===== src/rtl/processor_status_register_if.sv =====
// processor_status_register_if
//   Bundles the flag/stack/push signals between the control sequencer
//   (master) and the 6502 P register (slave).
//   master drives: flags_in, flags_ena, flag_op, pull_valid, pull_data,
//                  int_set_i, push_brk
//   slave drives:  p_out, push_data, irq_mask
interface processor_status_register_if;
    logic [7:0] flags_in;
    logic [7:0] flags_ena;
    logic [2:0] flag_op;
    logic       pull_valid;
    logic [7:0] pull_data;
    logic       int_set_i;
    logic       push_brk;
    logic [7:0] p_out;
    logic [7:0] push_data;
    logic       irq_mask;

    modport master (
        output flags_in, flags_ena, flag_op, pull_valid, pull_data,
               int_set_i, push_brk,
        input  p_out, push_data, irq_mask
    );

    modport slave (
        input  flags_in, flags_ena, flag_op, pull_valid, pull_data,
               int_set_i, push_brk,
        output p_out, push_data, irq_mask
    );
endinterface


===== src/rtl/processor_status_register.sv =====
// processor_status_register
//   6502 P register. Applies masked ALU flag writes, the SEC/CLC/SEI/CLI/
//   SED/CLD/CLV ops, PLP/RTI loads, interrupt-entry I set, and formats P for
//   stack pushes. Also produces the delayed I mask used by IRQ recognition.
//   Ports:
//     clk    in  system clock, rising edge
//     reset  in  asynchronous active-high reset
//     bus    slave side of processor_status_register_if
//            (flags_in/flags_ena/flag_op/pull_valid/pull_data/int_set_i/
//             push_brk in; p_out/push_data/irq_mask out)
module processor_status_register #(
    parameter logic [7:0]  RESET_P        = 8'h24,
    parameter int unsigned IRQ_MASK_DELAY = 1
) (
    input logic                           clk,
    input logic                           reset,
    processor_status_register_if.slave    bus
);
    typedef enum logic [2:0] {
        OP_NONE = 3'd0,
        OP_CLC  = 3'd1,
        OP_SEC  = 3'd2,
        OP_CLI  = 3'd3,
        OP_SEI  = 3'd4,
        OP_CLD  = 3'd5,
        OP_SED  = 3'd6,
        OP_CLV  = 3'd7
    } flag_op_e;

    // Bit 5 always reads 1, bit 4 (B) is never stored.
    localparam logic [7:0] RESET_FORCED = {RESET_P[7:6], 2'b10, RESET_P[3:0]};
    // Keep at least one stage so the vector is legal when the delay is 0.
    localparam int unsigned DL = (IRQ_MASK_DELAY == 0) ? 1 : IRQ_MASK_DELAY;

    flag_op_e        op;
    logic [7:0]      p;
    logic [7:0]      p_next;
    logic            set_i;
    logic [DL-1:0]   dl;
    logic            irq_r;
    logic            irq_tap;

    assign op = flag_op_e'(bus.flag_op);

    always_comb begin
        p_next = p;
        set_i  = 1'b0;
        if (bus.pull_valid) begin
            p_next = bus.pull_data;
        end else begin
            p_next = (p & ~bus.flags_ena) | (bus.flags_in & bus.flags_ena);
            // Explicit flag ops override the ALU write on their target bit.
            unique case (op)
                OP_NONE: ;
                OP_CLC:  p_next[0] = 1'b0;
                OP_SEC:  p_next[0] = 1'b1;
                OP_CLI:  p_next[2] = 1'b0;
                OP_SEI:  p_next[2] = 1'b1;
                OP_CLD:  p_next[3] = 1'b0;
                OP_SED:  p_next[3] = 1'b1;
                OP_CLV:  p_next[6] = 1'b0;
            endcase
            // Interrupt entry wins over a same-cycle CLI.
            set_i = bus.int_set_i;
            if (set_i) p_next[2] = 1'b1;
        end
        p_next[5] = 1'b1;
        p_next[4] = 1'b0;
    end

    // With no delay the mask simply follows P[2] on the same edge.
    assign irq_tap = (IRQ_MASK_DELAY == 0) ? p_next[2] : dl[DL-1];

    always_ff @(posedge clk or posedge reset) begin
        if (reset) begin
            p     <= RESET_FORCED;
            dl    <= {DL{RESET_P[2]}};
            irq_r <= RESET_P[2];
        end else begin
            p <= p_next;
            if (set_i) begin
                // Interrupt entry masks immediately; flushing the line with 1s
                // stops older cleared values from re-emerging afterwards.
                dl    <= '1;
                irq_r <= 1'b1;
            end else begin
                dl[0] <= p_next[2];
                for (int unsigned k = 1; k < DL; k++) begin
                    dl[k] <= dl[k-1];
                end
                irq_r <= irq_tap;
            end
        end
    end

    assign bus.p_out     = p;
    assign bus.push_data = {p[7:6], 1'b1, bus.push_brk, p[3:0]};
    assign bus.irq_mask  = irq_r;
endmodule


===== src/flat_wrapper.sv =====
// flat-port wrapper written by rule: the top's interface ports become plain ports
module processor_status_register_flat 
#(
    parameter logic [7:0]  RESET_P        = 8'h24,
    parameter int unsigned IRQ_MASK_DELAY = 1
)
  (clk, reset, bus_flags_in, bus_flags_ena, bus_flag_op, bus_pull_valid, bus_pull_data, bus_int_set_i, bus_push_brk, bus_p_out, bus_push_data, bus_irq_mask);
  processor_status_register_if bus_i ();
  input logic clk;
  input logic reset;
  input wire logic [$bits(bus_i.flags_in)-1:0] bus_flags_in;
  input wire logic [$bits(bus_i.flags_ena)-1:0] bus_flags_ena;
  input wire logic [$bits(bus_i.flag_op)-1:0] bus_flag_op;
  input wire logic [$bits(bus_i.pull_valid)-1:0] bus_pull_valid;
  input wire logic [$bits(bus_i.pull_data)-1:0] bus_pull_data;
  input wire logic [$bits(bus_i.int_set_i)-1:0] bus_int_set_i;
  input wire logic [$bits(bus_i.push_brk)-1:0] bus_push_brk;
  output wire logic [$bits(bus_i.p_out)-1:0] bus_p_out;
  output wire logic [$bits(bus_i.push_data)-1:0] bus_push_data;
  output wire logic [$bits(bus_i.irq_mask)-1:0] bus_irq_mask;
  assign bus_i.flags_in = bus_flags_in;
  assign bus_i.flags_ena = bus_flags_ena;
  assign bus_i.flag_op = bus_flag_op;
  assign bus_i.pull_valid = bus_pull_valid;
  assign bus_i.pull_data = bus_pull_data;
  assign bus_i.int_set_i = bus_int_set_i;
  assign bus_i.push_brk = bus_push_brk;
  assign bus_p_out = bus_i.p_out;
  assign bus_push_data = bus_i.push_data;
  assign bus_irq_mask = bus_i.irq_mask;
  processor_status_register #(.RESET_P(RESET_P), .IRQ_MASK_DELAY(IRQ_MASK_DELAY)) u_core (.clk(clk), .reset(reset), .bus(bus_i));
endmodule

===== config.mk =====
export PLATFORM = sky130hd
export DESIGN_NAME = processor_status_register_flat
export DESIGN_NICKNAME = d
export VERILOG_FILES = /design/src/rtl/processor_status_register_if.sv /design/src/rtl/processor_status_register.sv /design/src/flat_wrapper.sv
export SDC_FILE = /design/constraint.sdc
export NUM_CORES = 1
export LEC_CHECK = 0
export CAP_MARGIN = 20
export CORE_MARGIN = 5
export CORE_UTILIZATION = 32
export CTS_BUF_LIST = sky130_fd_sc_hd__clkbuf_4
export DETAILED_ROUTE_END_ITERATION = 6
export GPL_ROUTABILITY_DRIVEN = 0
export HOLD_SLACK_MARGIN = 0.06
export PLACE_DENSITY_LB_ADDON = 0.05
export RECOVER_POWER = 25
export SYNTH_ARGS = -nofsm -noshare
export SYNTH_HDL_FRONTEND = slang
export SYNTH_SLANG_ARGS = --single-unit

===== constraint.sdc =====
create_clock -name clk -period 1.6 [get_ports clk]
set_input_delay 0.24 -clock clk [delete_from_list [all_inputs] [get_ports clk]]
set_output_delay 0.24 -clock clk [all_outputs]
set_load 0.01 [all_outputs]

== After elaboration in Yosys (flattened, before gate mapping) ==
Cells that the tools add are included.
Operators by class
  equality and inequality tests: 7
  multiplexer cells: 9
  bitwise logic cells: 4
Operator list (number)
  8-bit AND: 2
  3-bit == test (second input constant): 4
  8-bit 2-to-1 mux: 1
  8-bit NOT: 1
  8-bit bitwise OR: 1
  3-bit by 2-bit == test with 1-bit output (second input constant): 2
  1-bit case mux with 2 select lines: 3
  1-bit 2-to-1 mux: 5
  3-bit by 1-bit == test with 1-bit output (second input constant): 1
Word-level totals
  output and inout bits: 17
  register bits: 8

== Depth between registers and ports, before layout ==
Gate-level depths: netlist (run 1).
  depth in word-level cells: 7
  gate-level depth with buffers: 3
  gate-level depth less buffers: 3

== Worst setup path before layout (run 1) ==
Ideal clock, no wire load.
  path type: register to register
  start point: reg u_core.p[2], in the netlist u_core.bus.p_out[2]
  end point: reg u_core.p[2], in the netlist u_core.bus.p_out[2]
  path slack: 0.578 ns
  arrival time: 0.950 ns
  period minus slack after synthesis: 1.022 ns
  cell stages (with the launch flop): 4
  setup time: 0.072 ns
  cell sequence: dfstp_2 -> mux2i_4 -> o221a_1 -> o21ai_1
Between the ends
  word-level cells in the longest chain between the ends: 5
RTL lines
  start: declaration: line processor_status_register.sv:36  | logic [7:0] p;
  start signal: assignment: line processor_status_register.sv:80  | p <= p_next;
  8-bit AND: line processor_status_register.sv:51  | p_next = (p & ~bus.flags_ena) | (bus.flags_in & bus.flags_ena);
  8-bit bitwise OR: line processor_status_register.sv:51
  1-bit case mux with 2 select lines: line processor_status_register.sv:53  | unique case (op)
  1-bit 2-to-1 mux: line processor_status_register.sv:65  | if (set_i) p_next[2] = 1'b1;
  8-bit 2-to-1 mux: line processor_status_register.sv:48  | if (bus.pull_valid) begin
  via u_core.p_next[2]: line processor_status_register.sv:37  | logic [7:0] p_next;
The timed path passes the listed nets, and every way through them passes these cells.

== Worst setup path after layout (run 1) ==
  start point: reg u_core.irq_r, in the netlist u_core.bus.irq_mask
  end point: out bus_irq_mask
RTL lines
  start: declaration: line processor_status_register.sv:40  | logic irq_r;
  start signal: assignment: line processor_status_register.sv:78  | irq_r <= RESET_P[2];
  start signal: assignment: line processor_status_register.sv:91  | irq_r <= irq_tap;
  end: declaration: line flat_wrapper.sv:20  | output wire logic [$bits(bus_i.irq_mask)-1:0] bus_irq_mask;
No word-level cell between the ends.

==> results of run 1 <==
[cell families after synthesis]
| group | after synthesis | share of synthesized area, % |
|---|---|---|
| multiplexers | 6 | 14.60 |
| other | 2 | 1.486 |
| AND/OR/NAND/NOR | 8 | 7.919 |
| flip-flops | 8 | 40.35 |
| buffers and inverters | 13 | 17.08 |
| AO/OA/AOI/OAI | 14 | 18.57 |
[metrics by stage]
stage	setup WS, ns	util [%]	cells	power [W]	hold WS, ns
2_1_floorplan	0.5781	-	52	0.0003364	0.05351
3_3_place_gp	0.1516	55.48	96	0.0004476	0.4801
3_5_place_dp	0.1513	55.48	96	0.0004494	0.4801
4_1_cts	0.001553	57.39	100	0.0006365	0.2257
5_1_grt	0.03376	57.56	100	0.0006668	0.3734
6_report	0.07591	57.56	100	0.0006218	0.3590
[area by class of cell]
cell class	instances	area [um2]
fill	134	639.4
clock buffer	4	30.03
timing repair buffer	39	386.6
sequential	8	203.9
multi-input combinational	31	219.0
tap	16	20.02
inverter	2	7.507
[power by group through the flow]
stage          registers (W)  logic [W]  clock network (W)
6_report            0.000238   0.000202           0.000182
3_3_place_gp        0.000242   0.000206                  0
5_1_grt             0.000241   0.000216           0.000210
2_1_floorplan       0.000250  0.0000862                  0
3_5_place_dp        0.000243   0.000207                  0
4_1_cts             0.000239   0.000206           0.000191
[final timing paths]
kind | from | to | slack (ns) | cells after the start
max reg2reg | u_core.bus.p_out[2] | u_core.bus.p_out[2] | 0.56 | 3
max | u_core.bus.irq_mask | bus_irq_mask | 0.08 | 1
min in group clk | bus_push_brk | bus_push_data[4] | 0.48 | 0
min reg2reg | u_core.dl | u_core.bus.irq_mask | 0.50 | 1
min | reset | async pin | 0.36 | 2
max in group asynchronous | reset | u_core.dl | 0.95 | 2
[routing by layer]
layer  track usage, %  routed length, um
met1            9.444                436
met2            15.25                575
met3            7.530                183
met4            5.240                 10
met5                0                  0
[cells in the mapped netlist, types with 2 or more instances]
cell       n  area (um2)
mux2i_1    4       40.04
o21ai_1    2       10.01
dfrtp_1    5       125.1
inv_1      2       7.510
buf_4     10       75.07
dfstp_2    3       78.83
nand2_1    4       15.01
a21oi_1    2       10.01
conb_1     2       7.510
o21ai_0    3       15.01
nand2b_1   2       12.51
[timing repair]
item / in CTS / in global routing
gates resized for setup: 1 / 1
hold buffers: 0 / 0
pin swaps: 0 / 0
setup endpoints to repair: 2 / 1
==> results.txt, run 1 <==
vias in the first global route = 429
TritonCTS Sinks = 8
vias post-DR = 466
CTS root buf = clkbuf_4
total gr overflow = 0
Final ANT Viol Nets = 0
combinational power share = 32.5%
commonest cells after routing, fill and taps aside = 34 x clkdlybuf4s50_1, 5 x dfrtp_1, 4 x nand2_1, 4 x mux2i_1, 4 x clkbuf_4
Critical Path RT = 1.36 ns
IO Count = 49
first-pass GRT wire length = 1814 um
die area = 0.002475 mm2
Final TNS setup = 0 ns
wire length per cell = 12.06 um
Post-synth EDFFs = 0
synth-to-layout area growth = 71.53%
Final min period = 1.524 ns
initial antenna violation count = 0
CTS tree = yes
share of power burned in registers = 38.3%
Internal = 0.0004701 W
synthesized area per cell = 9.911 um2
drt pass-1 iters = 3
drc violations = 0
clock skew = 0.00007755 ns
Num CTS Buffers = 3
die height = 49.75 um
fraction of layout cells with a size suffix above 1 = 11.90%
Longest Clk Path Bufs = 2
fin area = 867.1 um2
initial drt markers = 6
Yosys cell types = 23
switching power total = 0.0001517 W
Cell Area, Placed = 835.8 um2
startpoint types = register
DIE WIDTH = 49.75 um
final wirelength = 1206 um
worst vdd ir = 0.4268 mV
Hold WC Path Type = in -> async
H-tree depth = 1
total core area = 0.001506 mm2
Most used DFF post-synth = dfrtp_1
Tot GR Track Use = 9.907%
Sw Share = 24.40%
Worst-path clk slew = 0.06 ns
Highest Clock Rate = 656.1 MHz
largest fanout on the critical path = 1
P per Cell Area = 717.1 mW/mm2
LEAKAGE = 0.3828 nW
status = complete, no violations
sequential cell area fraction in the yosys report = 40.35%
latest clock arrival within the worst-skew pair = 0.25 ns
DR vias/cell = 4.660
YS warnings = 0
crit path max-delay cell type = clkdlybuf4s50_1
unrepaired setup endpoints after global routing = false
ant diodes = 0
most common cell after layout, fill and taps aside = clkdlybuf4s50_1
Final Hold Vio Count = 0
gate family responsible for the most delay along the worst path = buffers and inverters
Post-Syn Area = 505.5 um2
Max Slew Vio Count = 0
Final setup viols = 0
Crit. End Element = output port
CP Class = reg -> out
Final nets = 117
crit path DAT = 1.28 ns
port buffer count = 37
Synth Register Bits = 8
Tcrit/Tclk final = 95.26%
Clk pwr share = 29.2%
post-synthesis cell count = 51
CP bufs+invs = 1
slowest stage delay, CP = 0.53 ns
Post-synth ARST share = 100.0%
Detailed Place HPWL = 1011 um
largest net degree at the start of global routing = 11
# Post-CTS Setup Buffers = 0
Rows = 14
Max Cap Viol = 0
CP Cell Sequence = clkdlybuf4s50_1
Initial Utilization = 33.55%
Power figures use the tool's default switching activity.
==> inputs of run 2 (changes only) <==
==> constraint.sdc (replaced) <==
create_clock -name clk -period 1.6 [get_ports clk]
set_input_delay 0.24 -clock clk [delete_from_list [all_inputs] [get_ports clk]]
set_output_delay 0.24 -clock clk [all_outputs]
set_load 0.02 [all_outputs]
==> run 2 against run 1 <==
Effect of this change: core utilization shrank 0.33 points; critical endpoint is now bus_p_out[7]; critical path type unchanged; sequential power about the same; register-to-register slack hardly changed; combinational power increased by 12%; maximum frequency rose by 3.3%; die area did not move; first-iteration DRC count stayed put; final cell count did not move; largest power group unchanged.
==> results.txt, run 2 (synthesis results as in run 1) <==
Sw Share = 27.69%
H-tree depth = 1
synth-to-layout area growth = 70.54%
CP bufs+invs = 1
DR vias/cell = 4.660
die area = 0.002475 mm2
crit path max-delay cell type = clkdlybuf4s50_1
TritonCTS Sinks = 8
drt pass-1 iters = 3
status = complete, no violations
combinational power share = 35.1%
Final Hold Vio Count = 0
CP Cell Sequence = clkdlybuf4s50_1
Crit. End Element = output port
Detailed Place HPWL = 1011 um
share of power burned in registers = 36.8%
# Post-CTS Setup Buffers = 0
commonest cells after routing, fill and taps aside = 33 x clkdlybuf4s50_1, 5 x dfrtp_1, 4 x nand2_1, 4 x mux2i_1, 4 x clkbuf_4
startpoint types = register
latest clock arrival within the worst-skew pair = 0.25 ns
Critical Path RT = 1.36 ns
Hold WC Path Type = in -> async
reg2reg start = u_core.bus.p_out[2]
final wirelength = 1204 um
largest fanout on the critical path = 3
largest net degree at the start of global routing = 11
fin cells = 100
Final nets = 117
switching power total = 0.0001790 W
Final min period = 1.475 ns
initial antenna violation count = 0
Worst-path clk slew = 0.06 ns
Max Cap Viol = 0
total core area = 0.001506 mm2
Initial Utilization = 33.55%
slowest stage delay, CP = 0.61 ns
total design power = 0.0006465 W
initial drt markers = 6
IO Count = 49
most common cell after layout, fill and taps aside = clkdlybuf4s50_1
Cell Area, Placed = 835.8 um2
unrepaired setup endpoints after global routing = false
port buffer count = 37
vias post-DR = 466
Max Slew Vio Count = 0
CTS root buf = clkbuf_4
Final setup viols = 0
worst vdd ir = 0.4290 mV
FF-to-FF setup slack = 0.56 ns
Final TNS setup = 0 ns
Internal = 0.0004675 W
Clk pwr share = 28.1%
drc violations = 0
clock skew = 0.00007755 ns
fin area = 862.1 um2
Highest Clock Rate = 678.0 MHz
Post-CTS Hold Fix Bufs = 0
fraction of layout cells with a size suffix above 1 = 11.90%
Longest Clk Path Bufs = 2
CTS tree = yes
vias in the first global route = 428
die height = 49.75 um
P per Cell Area = 749.9 mW/mm2
Rows = 14
crit path DAT = 1.24 ns
gate family responsible for the most delay along the worst path = buffers and inverters
Tot GR Track Use = 9.845%
wire length per cell = 12.04 um
number of placed cells counting well taps = 96
Final ANT Viol Nets = 0
total gr overflow = 0
DIE WIDTH = 49.75 um
CP Class = reg -> out
Num CTS Buffers = 3
ant diodes = 0
first-pass GRT wire length = 1800 um
LEAKAGE = 0.3757 nW
Tcrit/Tclk final = 92.19%
-- run 2: cell types whose count changed in the layout (fill, tap and decap cells not counted) --
cell	delta
dlymetal6s2s_1	-1
clkdlybuf4s50_1	-1
dlygate4sd2_1	+2
-- run 2: timing repair --
item,CTS,global route
hold endpoints to repair,0,0
resized for setup,3,0
endpoints found under the setup margin,3,0
-- run 2: area by class of cell --
cell class                      count  area, um2
Clock buffer                        4      30.03
Fill cell                         134      644.4
Inverter                            2      7.507
Multi-Input combinational cell     31      219.0
Sequential cell                     8      203.9
Tap cell                           16      20.02
Timing Repair Buffer               39      381.6
-- run 2: power groups by stage --
stage	sequential (W)	combinational (W)	clock, W
3_3_place_gp	0.000242	0.000234	0
2_1_floorplan	0.000263	0.000102	0
4_1_cts	0.000239	0.000231	0.000191
6_report	0.000238	0.000227	0.000182
5_1_grt	0.000241	0.000241	0.000210
3_5_place_dp	0.000243	0.000235	0
-- run 2: path summary, 6_finish.rpt --
path,end,cells past startpoint
hold reg to reg,u_core.bus.irq_mask,1
setup / recovery,bus_p_out[7],1
max in group asynchronous,u_core.dl,2
min in group clk,bus_push_data[4],0
setup reg to reg,u_core.bus.p_out[2],3
hold / removal,async pin,2
-- run 2: through the flow --
stage | setup WS (ns) | utilization, % | hold slack (ns)
after floorplan | 0.5242 | - | 0.05351
after global placement | 0.1516 | 55.48 | 0.4802
after detailed placement | 0.1513 | 55.48 | 0.4802
after CTS | 0.09825 | 57.23 | 0.2257
after global routing | 0.05877 | 57.23 | 0.3734
final | 0.1250 | 57.23 | 0.3590
-- run 2: per-layer routing --
metal / vias to the layer above / global-route usage [%] / routed length (um)
met4: 0 / 5.240 / 10
li1: 231 / - / -
met1: 207 / 9.259 / 435
met5: - / 0 / 0
met3: 2 / 7.530 / 183
met2: 26 / 15.25 / 574
